### src/rtl/pipe_stage_buf.sv
// Pipeline stage register with valid/ready handshake: a head register backed by a
// small skid FIFO so in-flight payloads survive a downstream stall; flush kills all.
module pipe_stage_buf #(
  parameter int                 DATA_W     = 96,
  parameter int                 SKID_DEPTH = 2,
  parameter logic [DATA_W-1:0]  FLUSH_VAL  = '0,
  localparam int                CAP        = SKID_DEPTH + 1,
  localparam int                CW         = $clog2(CAP + 1)
) (
  input  logic              CLK,
  input  logic              RST,
  input  logic              flush,
  input  logic              in_valid,
  input  logic [DATA_W-1:0] in_data,
  output logic              in_ready,
  output logic              out_valid,
  output logic [DATA_W-1:0] out_data,
  input  logic              out_ready,
  output logic [CW-1:0]     count
);

  localparam int PW = (SKID_DEPTH > 1) ? $clog2(SKID_DEPTH) : 1;

  logic [DATA_W-1:0] r_skid [SKID_DEPTH];
  logic [DATA_W-1:0] r_head_data;
  logic              r_head_valid;
  logic [PW-1:0]     r_rd_ptr;
  logic [PW-1:0]     r_wr_ptr;
  logic [CW-1:0]     r_count;

  logic              w_push;
  logic              w_pop;
  logic [CW-1:0]     w_skid_cnt;
  logic              w_skid_empty;
  logic              w_head_load;
  logic              w_push_to_skid;
  logic [PW-1:0]     w_rd_ptr_inc;
  logic [PW-1:0]     w_wr_ptr_inc;

  // in_ready depends on registered count only; a pop at full does not open a slot.
  assign in_ready       = (r_count != CW'(CAP));
  assign w_push         = in_valid & in_ready;
  assign w_pop          = r_head_valid & out_ready;
  assign w_skid_cnt     = r_count - CW'(r_head_valid);
  assign w_skid_empty   = (w_skid_cnt == '0);
  assign w_head_load    = ~r_head_valid | w_pop;
  assign w_push_to_skid = w_push & ~(w_head_load & w_skid_empty);

  // Explicit wrap so non-power-of-two depths cycle correctly.
  assign w_rd_ptr_inc = (r_rd_ptr == PW'(SKID_DEPTH - 1)) ? '0 : r_rd_ptr + 1'b1;
  assign w_wr_ptr_inc = (r_wr_ptr == PW'(SKID_DEPTH - 1)) ? '0 : r_wr_ptr + 1'b1;

  assign out_valid = r_head_valid;
  assign out_data  = r_head_data;
  assign count     = r_count;

  always_ff @(posedge CLK) begin
    if (w_push_to_skid) begin
      r_skid[r_wr_ptr] <= in_data;
    end
  end

  always_ff @(posedge CLK) begin
    if (RST || flush) begin
      r_head_valid <= 1'b0;
      r_head_data  <= FLUSH_VAL;
      r_rd_ptr     <= '0;
      r_wr_ptr     <= '0;
      r_count      <= '0;
    end else begin
      if (w_head_load) begin
        if (!w_skid_empty) begin
          r_head_data  <= r_skid[r_rd_ptr];
          r_head_valid <= 1'b1;
          r_rd_ptr     <= w_rd_ptr_inc;
        end else if (w_push) begin
          r_head_data  <= in_data;
          r_head_valid <= 1'b1;
        end else begin
          r_head_valid <= 1'b0;
        end
      end
      if (w_push_to_skid) begin
        r_wr_ptr <= w_wr_ptr_inc;
      end
      r_count <= r_count + CW'(w_push) - CW'(w_pop);
    end
  end

  always_ff @(posedge CLK) begin
    if (!RST) begin
      assert (r_count <= CW'(CAP));
      assert (r_head_valid == (r_count != '0));
      assert (!(w_push && (r_count == CW'(CAP))));
    end
  end

endmodule

### config.mk
export PLATFORM = sky130hd
export DESIGN_NAME = pipe_stage_buf
export DESIGN_NICKNAME = d
export VERILOG_FILES = /design/src/rtl/pipe_stage_buf.sv
export SDC_FILE = /design/constraint.sdc
export NUM_CORES = 1
export LEC_CHECK = 0
export CORE_ASPECT_RATIO = 0.6
export CORE_MARGIN = 2
export CORE_UTILIZATION = 50
export CTS_CLUSTER_DIAMETER = 50
export DETAILED_ROUTE_END_ITERATION = 12
export GPL_ROUTABILITY_DRIVEN = 0
export PLACE_DENSITY = 0.87
export SLEW_MARGIN = 5
export SYNTH_ARGS = -nofsm -noshare
export SYNTH_HDL_FRONTEND = slang
export SYNTH_SLANG_ARGS = --single-unit
export TNS_END_PERCENT = 1
### constraint.sdc
create_clock -name CLK -period 6.4 [get_ports CLK]
set_input_delay 0.64 -clock CLK [delete_from_list [all_inputs] [get_ports CLK]]
set_output_delay 0.64 -clock CLK [all_outputs]
set_load 0.02 [all_outputs]
# Word-level counts from Yosys, hierarchy flattened
# Memories as Yosys holds them, arrays and structs flattened. A register that Yosys moved wholly into a read port is not among the register bits.
# Cells that the tools add are included.
classes:
  addsub: 5
  n_mul: 0
  n_div: 0
  n_lt_le_gt_ge: 0
  n_eq_ne: 2
  shifts: 0
  n_mux: 10
  bitwise: 8
  n_reduce_logical: 4
ops:
  columns: ["cell", "n"]
  rows:
  - ["two-way mux 96 bit", 2]
  - ["two-way mux 1 bit", 8]
  - ["AND 1 bit", 4]
  - ["inequality test 2 bit, second input constant", 2]
  - ["AND reduction 2 bit", 2]
  - ["subtractor 2 x 1 -> 2 bit", 2]
  - ["NOT 1 bit", 3]
  - ["adder 1 bit, second input constant", 2]
  - ["adder 2 x 1 -> 2 bit", 1]
  - ["zero test 2 bit", 1]
  - ["logical OR 1 bit", 1]
  - ["bitwise OR 1 bit", 1]
totals:
  register_bits: 101
  latchBits: 0
  ramBits: 192
  mem_bits_ro: 0
  elab_cells: 35
  n_memories: 1
mem_list:
  columns: ["memory", "words", "word_bits", "read_ports", "rd_clocked_by_memory_dff", "write_ports", "line", "source"]
  rows:
  - ["r_skid", 2, 96, 1, 1, 1, "24", "logic [DATA_W-1:0] r_skid [SKID_DEPTH];"]

# Depth between registers and ports, before layout
logic_depth:
  word_depth: 7
  depth_mapped: 9
  depth_no_buf: 8

# Least setup slack after synthesis
# Ideal clock, no wire load.
synth_path:
  path_type: "input-to-reg"
  startpoint: "input out_ready"
  endpoint: "memory r_skid[0][0], enable pin"
  setup_ns: 0.563
  arrival_time_ns: 5.287
  required_time_ns: 5.837
  setup_slack_ns: 0.550
  path_stages: 3
  path_buffers: 0
  cell_sequence: "a21o_1 > a21oi_1 > nor2b_1"
synth_via:
  elab_chain_len: 7
synth_rtl:
  columns: ["item", "line", "source"]
  rows:
  - ["from (decl)", "18", "input logic out_ready,"]
  - ["AND 1 bit", "43", "assign w_pop = r_head_valid & out_ready;"]
  - ["bitwise OR 1 bit", "46", "assign w_head_load = ~r_head_valid | w_pop;"]
  - ["AND 1 bit", "47", "assign w_push_to_skid = w_push & ~(w_head_load & w_skid_empty);"]
  - ["NOT 1 bit", "47", null]
  - ["AND 1 bit", "47", null]
  - ["two-way mux 1 bit", "58", "if (w_push_to_skid) begin"]
  - ["two-way mux 1 bit (implied by the code)", "59", "r_skid[r_wr_ptr] <= in_data;"]
  - ["to (decl)", "24", null]
# No other way between the ends.

# Worst setup path in the final report
layout_path:
  startpoint: "input in_valid"
  endpoint: "register r_head_data[25] (netlist: out_data[25])"
layout_via:
  elab_chain_len: 3
layout_rtl:
  columns: ["item", "line", "source"]
  rows:
  - ["from (decl)", "13", "input logic in_valid,"]
  - ["AND 1 bit", "42", "assign w_push = in_valid & in_ready;"]
  - ["inequality test 2 bit (no line)", null, null]
  - ["AND reduction 2 bit (no line)", null, null]
  - ["to (signal assigned)", "73", "r_head_data <= r_skid[r_rd_ptr];"]
  - ["to (signal assigned)", "77", "r_head_data <= in_data;"]
  - ["to (decl)", "25", "logic [DATA_W-1:0] r_head_data;"]
# No other way between the ends.
# A chain may end at the register's enable or synchronous reset.

==> results.cfg <==
[logic_synthesis]
yosys-top-cells-area = edfxtp_1 (51%), dfxtp_1 (18%), mux2_2 (9.6%), mux2i_1 (8.5%), o22ai_1 (5.3%)
syn_inst = 762
avgSynthCellArea_um2 = 14.8
netlist_area_mm2 = 0.0113
ys_seq_elements = 294
yosysTopAreaCellShare_pct = 51.1
ys_seq_area_share_pct = 69.2
yosysTopAreaCell = edfxtp_1
synth_nets = 865
synth_cell_types = 29
yosysWarnings = 0

[cts]
cts_max_path_buffers = 3
cts_resized = 0
cts_sinks = 294
cts-htree-levels = 1
cts-root-buf = clkbuf_16
cts_setup_buffers = 0
cts_made_buffers = 26
tritoncts = built
clkTransAtPathRegs_ps = 70
clk-insertion-delay-late_ps = 520
cts-hold-fix-buffers = 0

[critical_path]
crit_slowest_cell = nand2_4
path_cells = clkdlybuf4s50_1, nor4bb_1, nor3_4, buf_4, nand2_4, o22ai_1
worstSetupPathType = input pin to register
required_ps = 6750
critPathArrivalTime_ps = 3260
startpoint_type = input pin
cp_top_family = simple AND/OR/NAND/NOR gates
cp_num_buf_inv = 2
critPathMaxFanout = 96
cp_slowest_stage_delay_ps = 940
critPathCaptureType = register

[flow_run]
cap_violations = 0

[global_routing]
grt_pass1_vias = 7101
grt_pass1_wl_mm = 37.7
grt_overflow = 0
gr-usage-all-layers_pct = 20.1
antenna_found_initial = 0
grt_max_degree = 97

[sta]
setup_tns_ps = 0
finalSetupViolations = 0
skew_ps = 10.5
tightest_slew_ps = 1170
finalCriticalPeriod_ps = 2910
drv_slew = 0
rsz0062_at_grt = false
fmax_ghz = 0.343
setup_ws_ps = 3490
slew_headroom_pct = 21.8
fin_crit_sh_pct = 45.5
finalHoldViolations = 0

[die]
placementRows = 42
dieArea_mm2 = 0.0238
fp.coreArea_mm2 = 0.0221
initial_core_util_pct = 51.1
die_w_um = 198
die_h_um = 120
io_pins = 201

[cells_and_area]
area_growth_pct = 27.2
num_antenna_cells = 0
nNetsFinal = 1051
fin_area_mm2 = 0.0143
fin_util_pct = 65.0
drive_gt1_share_pct = 15.7

[drt]
totalWireLength_mm = 24.5
ant_nets = 0
viasPerCell = 5.54
dr_total_vias = 6944
drc = 0
detail_route.wl_per_cell_um = 19.5
drtIter0Drc = 430
first_pass_iters = 5

[power]
worst_ir_drop_vdd_mv = 0.173
leakagePower_nw = 5.17
finalPower_w = 0.00422
power_density_mw_per_mm2 = 294

[status]
status = complete, no violations

[placed_design]
numPortBuffers = 200
postPlaceCellArea_mm2 = 0.0135
dp_hpwl_mm = 14.3
dp_slack_ps = 2930

[min_path]
min_path_type = register to register
## layer usage
layer | GRT usage, % | wire length, µm
met3 | 4.77 | 1960
met4 | 3.20 | 225
met2 | 32.6 | 11100
met5 | 0 | 0
met1 | 28.3 | 11200
## cell families (layout without fill, tap and decap cells)
group,Yosys count,count (layout),share of synthesized area [%]
DFF,294,294,69.2
muxes,192,192,18.1
and+or+nand+nor,114,114,4.13
AOI/OAI and AO/OA,103,103,5.68
buffers and inverters,53,259,2.30
xor gates and xnor gates,4,4,0.311
adders and majority gates,2,2,0.222
## path summary, 6_finish.rpt
kind | start | endpoint | slack, ps | cells after the start
hold reg to reg | out_data[94] | out_data[94] | 470 | 2
setup reg to reg | out_valid | out_data[25] | 3630 | 5
setup / recovery | in_valid | out_data[25] | 3490 | 6
hold / removal | out_data[94] | out_data[94] | 470 | 2
## Yosys cell counts
| master | n |
|---|---|
| or2_2 | 1 |
| nor4_1 | 1 |
| nor4bb_1 | 1 |
| buf_1 | 1 |
| nor2_2 | 1 |
| o22ai_1 | 96 |
| edfxtp_1 | 192 |
| inv_1 | 1 |
| xnor2_1 | 2 |
| nor3_2 | 1 |
| nand2_1 | 98 |
| and2_1 | 3 |
| o21ai_1 | 1 |
| buf_4 | 8 |
| clkbuf_1 | 24 |
| buf_2 | 18 |
| nor2b_1 | 2 |
| a21o_1 | 1 |
| nor2_1 | 4 |
| ha_1 | 2 |
| nand2_2 | 1 |
| dfxtp_1 | 102 |
| buf_6 | 1 |
| or3_1 | 1 |
| mux2_2 | 96 |
| o31ai_1 | 1 |
| a21oi_1 | 4 |
| xor2_1 | 2 |
| mux2i_1 | 96 |
## report_power, final
part | internal, W | switching [W] | total [W]
combinational | 0.000258 | 0.000275 | 0.000533
sequential | 0.00210 | 0.0000398 | 0.00214
clock | 0.000886 | 0.000657 | 0.00154
total | 0.00325 | 0.000972 | 0.00422
## worst register-to-register path, stage by stage (launching register included)
cell      delay, ps
dfxtp_1         460
nor4bb_1        550
nor3_4           70
buf_4           310
nand2_4         950
o22ai_1         260
## through the flow
stage               hold WS, ps  std cells
finish                      470       1254
floorplan                   481        762
global route                488       1254
CTS                         471       1254
detailed placement          459       1206
global placement            457       1206
## state kept, by name, summed over array words and instances, names as in the netlist, named ones only
register,count
r_rd_ptr,1
r_wr_ptr,1
r_skid,192
out_valid,1
count,2
out_data,96
## placed cells by master, fill, tap and decap left out, drive strengths merged
cell type	synthesis	final
clkdlybuf4s50	0	200
edfxtp	192	192
dfxtp	102	102
nand2	99	99
mux2	96	96
mux2i	96	96
o22ai	96	96
clkbuf	24	41
buf	28	10
nor2	5	5
clkinv	0	5
a21oi	4	4
and2	3	3
xor2	2	2
xnor2	2	2
ha	2	2
nor2b	2	2
inv	1	1
a21o	1	1
o31ai	1	1
nor4	1	1
nor4bb	1	1
nor3	1	1
o21ai	1	1
or3	1	1
or2	1	1
clkinvlp	0	1
bufinv	0	1
## area by class of cell
class                      instances  area [µm²]
fill                            1582        7730
sequential                       294        7810
multi-input combinational        415        3240
inverter                           1        3.75
tap                              286         358
timing repair buffer             210        2080
clock buffer                      41         788
clock inverter                     7        63.8
Note: power is estimated with default switching activity, not from simulation.
